$ cat config.mk
export PLATFORM = sky130hd
export DESIGN_NAME = mem_access_ctrl
export DESIGN_NICKNAME = d
export VERILOG_FILES = /design/src/rtl/y86_pkg.sv /design/src/rtl/mem_op_decode.sv /design/src/rtl/mem_access_ctrl.sv
export SDC_FILE = /design/constraint.sdc
export NUM_CORES = 1
export LEC_CHECK = 0
export CAP_MARGIN = 0
export CORE_AREA = 5 5 179 181
export CTS_CLUSTER_SIZE = 10
export DETAILED_ROUTE_END_ITERATION = 8
export DIE_AREA = 0 0 184 186
export MAX_ROUTING_LAYER = met4
export PLACE_DENSITY = 0.65
export SLEW_MARGIN = 5
export SYNTH_ARGS = -nofsm -noshare
export SYNTH_HDL_FRONTEND = slang
export SYNTH_SLANG_ARGS = --single-unit
$ cat constraint.sdc
create_clock -name clk -period 2.57 [get_ports clk]
set_clock_uncertainty 0.1 [all_clocks]
set_input_delay 0.257 -clock clk [delete_from_list [all_inputs] [get_ports clk]]
set_output_delay 0.257 -clock clk [all_outputs]
set_load 0.01 [all_outputs]
$ cat src/rtl/y86_pkg.sv
// Shared definitions for the Y86 SEQ memory stage: instruction codes, the
// memory-stage FSM states and the operand-select encodings used by the decoder.
package y86_pkg;

  localparam logic [3:0] ICODE_RMMOVQ = 4'h4;
  localparam logic [3:0] ICODE_MRMOVQ = 4'h5;
  localparam logic [3:0] ICODE_CALL   = 4'h8;
  localparam logic [3:0] ICODE_RET    = 4'h9;
  localparam logic [3:0] ICODE_PUSHQ  = 4'hA;
  localparam logic [3:0] ICODE_POPQ   = 4'hB;

  localparam int WORD_BYTES = 8;

  typedef enum logic [1:0] {IDLE, REQ, WAIT, DONE} mem_state_t;

  typedef enum logic {ADDR_VALE = 1'b0, ADDR_VALA = 1'b1} addr_sel_t;
  typedef enum logic {DATA_VALA = 1'b0, DATA_VALP = 1'b1} data_sel_t;

endpackage

$ cat src/rtl/mem_op_decode.sv
// Combinational decode of icode into the memory operation: whether an access
// is needed, its direction, and which execute outputs feed address and data.
module mem_op_decode
  import y86_pkg::*;
(
  input  logic [3:0] icode,
  output logic       needs_mem,
  output logic       we,
  output logic       addr_sel,
  output logic       data_sel
);

  // NOTE: every output gets a default before the case so no path leaves a
  // value unassigned, which would otherwise infer a latch.
  always_comb begin
    needs_mem = 1'b0;
    we        = 1'b0;
    addr_sel  = ADDR_VALE;
    data_sel  = DATA_VALA;
    unique case (icode)
      ICODE_RMMOVQ: begin needs_mem = 1'b1; we = 1'b1; end
      ICODE_MRMOVQ: needs_mem = 1'b1;
      ICODE_CALL:   begin needs_mem = 1'b1; we = 1'b1; data_sel = DATA_VALP; end
      ICODE_RET:    begin needs_mem = 1'b1; addr_sel = ADDR_VALA; end
      ICODE_PUSHQ:  begin needs_mem = 1'b1; we = 1'b1; end
      ICODE_POPQ:   begin needs_mem = 1'b1; addr_sel = ADDR_VALA; end
      default:      needs_mem = 1'b0;
    endcase
  end

endmodule

$ cat src/rtl/mem_access_ctrl.sv
// Requester side of the SEQ memory stage: decodes the access, checks the
// address, and runs a valid/ready request plus response handshake with timeout.
module mem_access_ctrl
  import y86_pkg::*;
#(
  parameter int ADDR_W    = 64,
  parameter int DATA_W    = 64,
  parameter int MEM_WORDS = 8192,
  parameter int TIMEOUT   = 15
) (
  input  logic              clk,
  input  logic              rst_n,
  input  logic              start,
  input  logic [3:0]        icode,
  input  logic [ADDR_W-1:0] valE,
  input  logic [DATA_W-1:0] valA,
  input  logic [DATA_W-1:0] valP,
  output logic [DATA_W-1:0] valM,
  output logic              memerror,
  output logic              mem_done,
  output logic              stall,
  output logic              mreq_valid,
  output logic              mreq_we,
  output logic [ADDR_W-1:0] mreq_addr,
  output logic [DATA_W-1:0] mreq_wdata,
  input  logic              mreq_ready,
  input  logic              mrsp_valid,
  input  logic [DATA_W-1:0] mrsp_rdata,
  input  logic              mrsp_err
);

  localparam int                CNT_W      = $clog2(TIMEOUT + 1);
  localparam int                ALIGN_W    = $clog2(WORD_BYTES);
  localparam logic [ADDR_W-1:0] ADDR_LIMIT = ADDR_W'(MEM_WORDS * WORD_BYTES);
  localparam logic [CNT_W-1:0]  CNT_LAST   = CNT_W'(TIMEOUT - 1);
  localparam logic [CNT_W-1:0]  CNT_MAX    = CNT_W'(TIMEOUT);

  mem_state_t        state, state_next;
  logic              needs_mem, dec_we, addr_sel, data_sel;
  logic [ADDR_W-1:0] req_addr;
  logic [DATA_W-1:0] req_wdata;
  logic              addr_bad, access_ok, timeout_hit;
  logic [CNT_W-1:0]  tmo_cnt;

  mem_op_decode u_decode (
    .icode     (icode),
    .needs_mem (needs_mem),
    .we        (dec_we),
    .addr_sel  (addr_sel),
    .data_sel  (data_sel)
  );

  always_comb begin
    req_addr  = (addr_sel == ADDR_VALA) ? ADDR_W'(valA) : valE;
    req_wdata = (data_sel == DATA_VALP) ? valP : valA;
    addr_bad  = (req_addr >= ADDR_LIMIT) || (req_addr[ALIGN_W-1:0] != '0);
    access_ok = needs_mem && !addr_bad;
  end

  // The last WAIT cycle is the TIMEOUT-th; a response on that cycle still wins.
  assign timeout_hit = (tmo_cnt >= CNT_LAST);

  // NOTE: sequential state uses non-blocking assignments so every register
  // samples pre-edge values, independent of statement order.
  always_ff @(posedge clk or negedge rst_n) begin
    if (!rst_n) state <= IDLE;
    else        state <= state_next;
  end

  always_comb begin
    state_next = state;
    unique case (state)
      IDLE: if (start) state_next = access_ok ? REQ : DONE;
      REQ:  if (mreq_ready) state_next = WAIT;
      WAIT: if (mrsp_valid || timeout_hit) state_next = DONE;
      DONE: state_next = IDLE;
      default: state_next = IDLE;
    endcase
  end

  always_comb begin
    mreq_valid = (state == REQ);
    mem_done   = (state == DONE);
    stall      = ((state == IDLE) && start) || (state == REQ) || (state == WAIT);
  end

  // Request fields are captured once in IDLE so they stay stable through REQ.
  always_ff @(posedge clk or negedge rst_n) begin
    if (!rst_n) begin
      mreq_we    <= 1'b0;
      mreq_addr  <= '0;
      mreq_wdata <= '0;
      valM       <= '0;
      memerror   <= 1'b0;
      tmo_cnt    <= '0;
    end else begin
      unique case (state)
        IDLE: if (start) begin
          if (access_ok) begin
            mreq_we    <= dec_we;
            mreq_addr  <= req_addr;
            mreq_wdata <= req_wdata;
            memerror   <= 1'b0;
          end else begin
            memerror   <= needs_mem;
          end
        end
        REQ: if (mreq_ready) tmo_cnt <= '0;
        WAIT: begin
          if (mrsp_valid) begin
            memerror <= mrsp_err;
            if (!mreq_we && !mrsp_err) valM <= mrsp_rdata;
          end else if (timeout_hit) begin
            memerror <= 1'b1;
          end
          if (tmo_cnt != CNT_MAX) tmo_cnt <= tmo_cnt + CNT_W'(1);
        end
        default: ;
      endcase
    end
  end

endmodule

==> results of run 1 <==
-- final timing paths --
kind / start / to / slack, ns / depth (start not counted)
worst max-delay path: valA[16] / mreq_addr[14] / 0.13 / 8
worst min-delay path: rst_n / mreq_wdata[0] / 0.26 / 2
worst max register to register: state[0] / valM[44] / 0.34 / 8
worst min register to register: mreq_addr[1] / mreq_addr[1] / 0.39 / 1
max in group asynchronous: rst_n / valM[33] / 1.41 / 3
min in group clk: mrsp_rdata[48] / valM[48] / 0.32 / 2
-- area by class of cell --
class / count / area (um^2) / share of cell area [%]
clock buffers: 17 / 425 / 2.87
clock inverters: 15 / 201 / 1.36
well taps: 396 / 495 / 3.34
repair buffers: 505 / 5070 / 34.2
inverters: 7 / 26.3 / 0.177
flip-flops and latches: 200 / 5000 / 33.7
multi-input cells: 355 / 3610 / 24.4
-- layer usage --
layer  part of all wire, %  vias to the layer above
li1                      -                     3113
met1                    39                     3201
met2                    50                      297
met3                   9.0                       32
met4                   2.3                        0
met5                     0                        -
-- layout by cell type, fill, tap and decap left out, drive strengths merged, types with 5 or more instances in the layout --
cell,n
nor2,6
mux2,219
inv,14
o21ai,6
buf,42
nor4,24
clkbuf,18
clkdlybuf4s50,461
clkinv,5
nand2,7
dfrtp,200
and2,52
ha,7
nand4,6
-- cell usage after synthesis, types with 2 or more instances --
cell      count
mux2_2      161
and2_1       52
inv_1         7
o211ai_1      2
mux2_4       58
ha_1          7
o31ai_1       2
nand3_1       2
nor4_1       24
nand2b_1      2
and3_1        2
nor2_1        5
mux2i_1       2
a32oi_1       2
nand4_1       6
dfrtp_1     200
nand2_1       7
nor3_1        3
clkbuf_1      6
o21ai_0       6
buf_6         7
buf_2        15
-- registers in the layout, indices dropped and copies added (netlist names) --
register and flops:
memerror 1, mreq_addr 64, mreq_wdata 64, mreq_we 1, state 2, tmo_cnt 4, valM 64
-- power by group through the flow --
stage	Sequential (mW)	Clock, mW	Combinational (mW)
floorplan	3.37	0	0.400
global placement	3.36	0	1.20
detailed placement	3.36	0	1.21
CTS	3.30	2.97	1.22
global route	3.31	3.12	1.31
finish	3.30	2.87	1.19
-- worst reg2reg max path, delay by kind of cell, from the launching register on --
kind          cells  cell delay [ns]
simple gates      2             0.45
buf+inv           4             0.59
flops             1             0.42
mux               1             0.37
fa+ha+maj         1             0.18
-- stage by stage --
| stage | setup WS (ns) | instances | setup TNS, ns |
|---|---|---|---|
| 2_1_floorplan | 0.436 | 591 | 0 |
| 3_3_place_gp | -0.468 | 1462 | -51.03 |
| 3_5_place_dp | -0.446 | 1462 | -47.71 |
| 4_1_cts | 0.0211 | 1495 | 0 |
| 5_1_grt | 0.00757 | 1495 | 0 |
| 6_report | 0.130 | 1495 | 0 |
-- logic make-up after synthesis --
| kind of cell | after synthesis |
|---|---|
| adders and majority gates | 7 |
| buffers and inverters | 36 |
| AOI/OAI and AO/OA | 18 |
| and+or+nand+nor | 109 |
| muxes | 221 |
| DFF | 200 |
-- repair_timing --
item | 4_1_cts | 5_1_grt
setup buffers | 0 | 0
hold endpoints to repair | 43 | 0
endpoints found under the setup margin | 0 | 0
resized for setup | 0 | 0
hold buffers | 1 | 0
==> flow_metrics.py, run 1 <==
metrics = {
    "global_routing": {
        "grtUsageMet3_pct": 6.27,
        "track_usage_pct": 17.9,
        "grt_max_degree": 63,
        "grt-ovfl-total": 0,
        "use_met1_pct": 20.1,
        "grt_first_pass_wirelength_mm": 44.9,
        "use_met2_pct": 30.2,
        "grt_antenna_before_repair": 0,
        "grt_pass1_vias": 7416,
        "grt_busiest_layer": "met2",
    },
    "yosys": {
        "synth_top_family_by_area": "multiplexers",
        "netlist.area_leader.share_pct": 56.8,
        "synth_flop_cell": "dfrtp_1",
        "synthTopCellsByArea": "dfrtp_1 57%, mux2_2 21%, mux2_4 9.9%",
        "ys_types": 35,
        "yosys.area_share.simple_pct": 7.64,
        "synth_xor_area_share_pct": 0,
        "yosys_warnings": 0,
        "synth-seq-cells": 200,
        "synth-compound-area-share_pct": 1.51,
        "synth-edff-count": 0,
        "syn_nets": 864,
        "synthArstFlopShare_pct": 100,
        "post-synth-top-area-cell": "dfrtp_1",
        "syn_inst": 591,
        "synthAdderAreaFrac_pct": 0.994,
        "muxShareOfSynthArea_pct": 30.7,
        "avgSynthCellArea_um2": 14.9,
        "yosysSeqAreaShare_pct": 56.8,
        "synthesis.area_um2": 8810,
    },
    "sta": {
        "max_freq_ghz": 0.410,
        "min_period_ns": 2.44,
        "rsz0062_at_grt": "false",
        "slew_headroom_pct": 55.8,
        "worstMarginPinSlew_ns": 0.657,
        "fin_crit_sh_pct": 94.9,
        "setup_violations": 0,
        "hold_viol_final": 0,
        "holdWs_ns": 0.261,
        "final_max_slew_viol_count": 0,
    },
    "power": {
        "swShare_pct": 25.9,
        "p_leak_nw": 6.67,
        "p_per_area_nw_per_um2": 496,
        "power_mw": 7.36,
        "power.switching_mw": 1.91,
        "power_frac_seq_pct": 44.8,
        "clkPwrFrac_pct": 39.0,
        "irDropWorstVdd_mv": 0.336,
        "combPwrFrac_pct": 16.2,
        "intPower_mw": 5.46,
    },
    "floorplan": {
        "ios": 463,
        "rows": 64,
        "initial_core_util_pct": 29.1,
        "die_y_um": 186,
        "dieArea_um2": 34200,
        "coreArea_um2": 30300,
        "die_w_um": 184,
    },
    "drt": {
        "dr_total_vias": 6643,
        "viasPerCell": 4.44,
        "wl_per_cell_um": 20.4,
        "ant_nets": 0,
        "route.detailed.drc": 0,
        "drt-pass1-iter-count": 4,
        "drt_iter0_drc": 283,
        "routed_wl_mm": 30.6,
    },
    "layout": {
        "fill_cells": 2683,
        "fin_util_pct": 49.0,
        "layout.nets": 1359,
        "areaGrowthSynthToFinish_pct": 68.3,
        "finalInstanceArea_um2": 14800,
        "antennaDiodeCount": 0,
        "drive_gt1_share_pct": 27.4,
    },
    "clock_network": {
        "clkLatencyLatePin_ns": 0.44,
        "cts_buffers": 17,
        "cts_tree": "yes",
        "root_buffer": "clkbuf_16",
        "clock_sinks": 200,
        "cts.clk_slew.worst_paths_ns": 0.08,
        "h-tree-depth": 4,
        "clk_path_buf_depth": 2,
    },
    "min_path": {
        "hold_path_class": "in -> async",
    },
    "critical_path": {
        "critPathCaptureType": "flop",
        "critical-path-max-stage-delay_ns": 0.60,
        "worstPathBufferInverterCount": 3,
        "cp_data_required_time_ns": 2.79,
        "crit_arrival_ns": 2.66,
        "crit_chain": "clkdlybuf4s50_1, nor4_1, buf_4, nand4_1, nor3_2, o211ai_4, buf_12, mux2_4",
        "cp_slowest_cell": "nor4_1",
        "cp-start-kind": "primary input",
        "setup.worst_path.class": "in -> reg",
        "cpLargestDelayFamily": "simple AND/OR/NAND/NOR gates",
        "worstPathMaxFanout": 45,
    },
    "placed_design": {
        "place_area_um2": 14200,
        "routabilityCongestion": 0.814,
        "io_buffers": 462,
        "hpwlAfterDp_mm": 24.2,
    },
    "flow_run": {
        "drv_cap": 0,
    },
    "status": {
        "status": "completed",
    },
}
No activity file was read; power rests on OpenSTA's default activity.
==> run 2: changes to the inputs <==
Settings changed: GPL_ROUTABILITY_DRIVEN set to 0.
==> results of run 2 <==
The final DEF is identical to that of run 1; final timing and power are the same.
==> run 3: changes to the inputs <==
Clock period 2.57 ns to 2.8 ns, I/O delays scaled along.
==> run 3 against run 2 <==
Net effect: wire length up 0.95%; combinational power fell by 8%; register-to-register slack gained 0.09 ns; critical endpoint is now mreq_wdata[27]; largest cell class unchanged; power down 8.9%; cell count fell by 0.20%; sequential share of layout area barely moved; flip-flop and latch count unchanged.
==> flow_metrics.py, run 3 (same netlist as run 1, synthesis figures left out) <==
metrics = {
    "status": {
        "status": "completed",
    },
    "clock_network": {
        "cts.clk_slew.worst_paths_ns": 0.09,
        "ctsHoldBuffers": 1,
        "cts_resized": 0,
        "root_buffer": "clkbuf_16",
        "clkLatencyLatePin_ns": 0.43,
        "clk_path_buf_depth": 2,
        "h-tree-depth": 4,
        "cts_setup_buffers": 0,
        "cts_tree": "yes",
        "cts_buffers": 17,
        "clock_sinks": 200,
    },
    "global_routing": {
        "grt_first_pass_wirelength_mm": 45.0,
        "use_met1_pct": 20.3,
        "grt_max_degree": 76,
        "grt-ovfl-total": 0,
        "track_usage_pct": 17.9,
        "grt_pass1_vias": 7451,
        "use_met2_pct": 30.2,
        "grt_busiest_layer": "met2",
        "grtUsageMet3_pct": 6.35,
        "grt_antenna_before_repair": 1,
    },
    "critical_path": {
        "setup.worst_path.class": "in -> reg",
        "cp-start-kind": "primary input",
        "reg2reg_to": "valM[40]",
        "crit_chain": "clkdlybuf4s50_1, nor4_1, buf_4, nand4_1, nor3_2, o211ai_4, buf_12, mux2_4",
        "cp_data_required_time_ns": 3.01,
        "cp_slowest_cell": "nor4_1",
        "cpLargestDelayFamily": "simple AND/OR/NAND/NOR gates",
        "reg2reg_slack_ns": 0.43,
        "worstPathMaxFanout": 49,
        "critPathCaptureType": "flop",
        "critical-path-max-stage-delay_ns": 0.61,
        "cp-startpoint": "valA[16]",
        "r2r-start": "state[0]",
        "worstPathBufferInverterCount": 3,
        "crit_arrival_ns": 2.72,
        "r2r.worst_path.cells": 7,
    },
    "power": {
        "intPower_mw": 4.88,
        "power_frac_seq_pct": 45.1,
        "power_mw": 6.71,
        "p_leak_nw": 6.65,
        "p_per_area_nw_per_um2": 452,
        "swShare_pct": 27.3,
        "clkPwrFrac_pct": 38.7,
        "power.switching_mw": 1.83,
        "irDropWorstVdd_mv": 0.337,
        "combPwrFrac_pct": 16.2,
    },
    "sta": {
        "worstMarginPinSlew_ns": 0.663,
        "postLayoutSetupSlackWorst_ns": 0.293,
        "setup_violations": 0,
        "hold_viol_final": 0,
        "rsz0062_at_grt": "false",
        "max_freq_ghz": 0.399,
        "fin_crit_sh_pct": 89.5,
        "min_period_ns": 2.51,
        "holdWs_ns": 0.352,
        "final_max_slew_viol_count": 0,
        "slew_headroom_pct": 55.4,
    },
    "floorplan": {
        "initial_core_util_pct": 29.1,
        "dieArea_um2": 34200,
        "die_w_um": 184,
        "rows": 64,
        "die_y_um": 186,
        "coreArea_um2": 30300,
        "ios": 463,
    },
    "layout": {
        "areaGrowthSynthToFinish_pct": 68.2,
        "multi_input_area_um2": 3610,
        "largest_registers": "mreq_addr: 64 flops, mreq_wdata: 64 flops, valM: 64 flops",
        "fin_util_pct": 49.0,
        "ff_latch_area_um2": 5000,
        "layout.nets": 1354,
        "drive_gt1_share_pct": 27.1,
        "fill_cells": 2688,
        "mostFrequentLayoutCells": "461 x clkdlybuf4s50_1, 200 x dfrtp_1, 161 x mux2_2",
        "layout.cells.non_filler": 1492,
        "final_common_cell": "clkdlybuf4s50_1",
    },
    "placed_design": {
        "io_buffers": 462,
        "post-place-ws_ns": -0.248,
        "hpwlAfterDp_mm": 24.5,
        "post-place-cells": 1457,
    },
    "drt": {
        "routed_wl_mm": 30.8,
        "wl_per_cell_um": 20.7,
        "dr_total_vias": 6699,
        "drt-pass1-iter-count": 4,
        "route.detailed.drc": 0,
        "drt_iter0_drc": 191,
        "ant_nets": 0,
        "viasPerCell": 4.49,
    },
    "min_path": {
        "holdPathEnd": "valM[58]",
        "min-delay-start": "mrsp_rdata[58]",
        "hold_path_class": "in -> reg",
        "worstHoldPathCells": 2,
    },
    "flow_run": {
        "drv_cap": 0,
    },
}
run 3: cell types whose count changed in the layout (fill, tap and decap cells not counted), sizes merged:
cell / before / now
bufinv: 2 / 0
clkinvlp: 1 / 0
clkinv: 5 / 8
diode: 0 / 2
buf: 42 / 37
run 3: power groups by stage:
stage	clock network, mW	logic [mW]	registers [mW]
floorplan	0	0.367	3.10
global placement	0	1.09	3.08
detailed placement	0	1.10	3.08
CTS	2.71	1.11	3.03
global route	2.83	1.19	3.04
finish	2.59	1.09	3.03
run 3: through the flow:
step	instance area [um^2]	setup TNS (ns)
finish	14800	0
CTS	14800	0
detailed placement	14200	-25.22
global route	14800	0
floorplan	8810	0
global placement	14200	-20.32
run 3: routing by layer:
layer  vias to the layer above  part of all wire, %
met5                         -                    0
met4                         0                  1.7
met3                        23                  9.0
met2                       296                   50
met1                      3279                   39
li1                       3101                    -
run 3: how the worst max path moves through the flow:
stage | end | slack [ns] | depth (start not counted)
after floorplan | valM[0] | 0.67 | 8
after global placement | mreq_wdata[20] | -0.20 | 8
after detailed placement | mreq_wdata[20] | -0.25 | 8
after CTS | mreq_wdata[18] | 0.22 | 8
after global routing | mreq_wdata[27] | 0.21 | 8
final | mreq_wdata[27] | 0.29 | 8
run 3: worst register-to-register path: stages (launching register included):
cell     delay, ns
dfrtp_1       0.41
inv_1         0.12
ha_1          0.18
inv_1         0.08
or2_2         0.33
nor2_4        0.38
buf_12        0.26
mux2_2        0.38
run 3: cell type report:
cell class,count,area share (%)
sequential,200,33.8
inverter,7,0.177
antenna,2,0.0338
clock inverter,15,1.43
tap,396,3.34
multi-input combinational,355,24.4
timing repair buffer,500,34.0
clock buffer,17,2.87
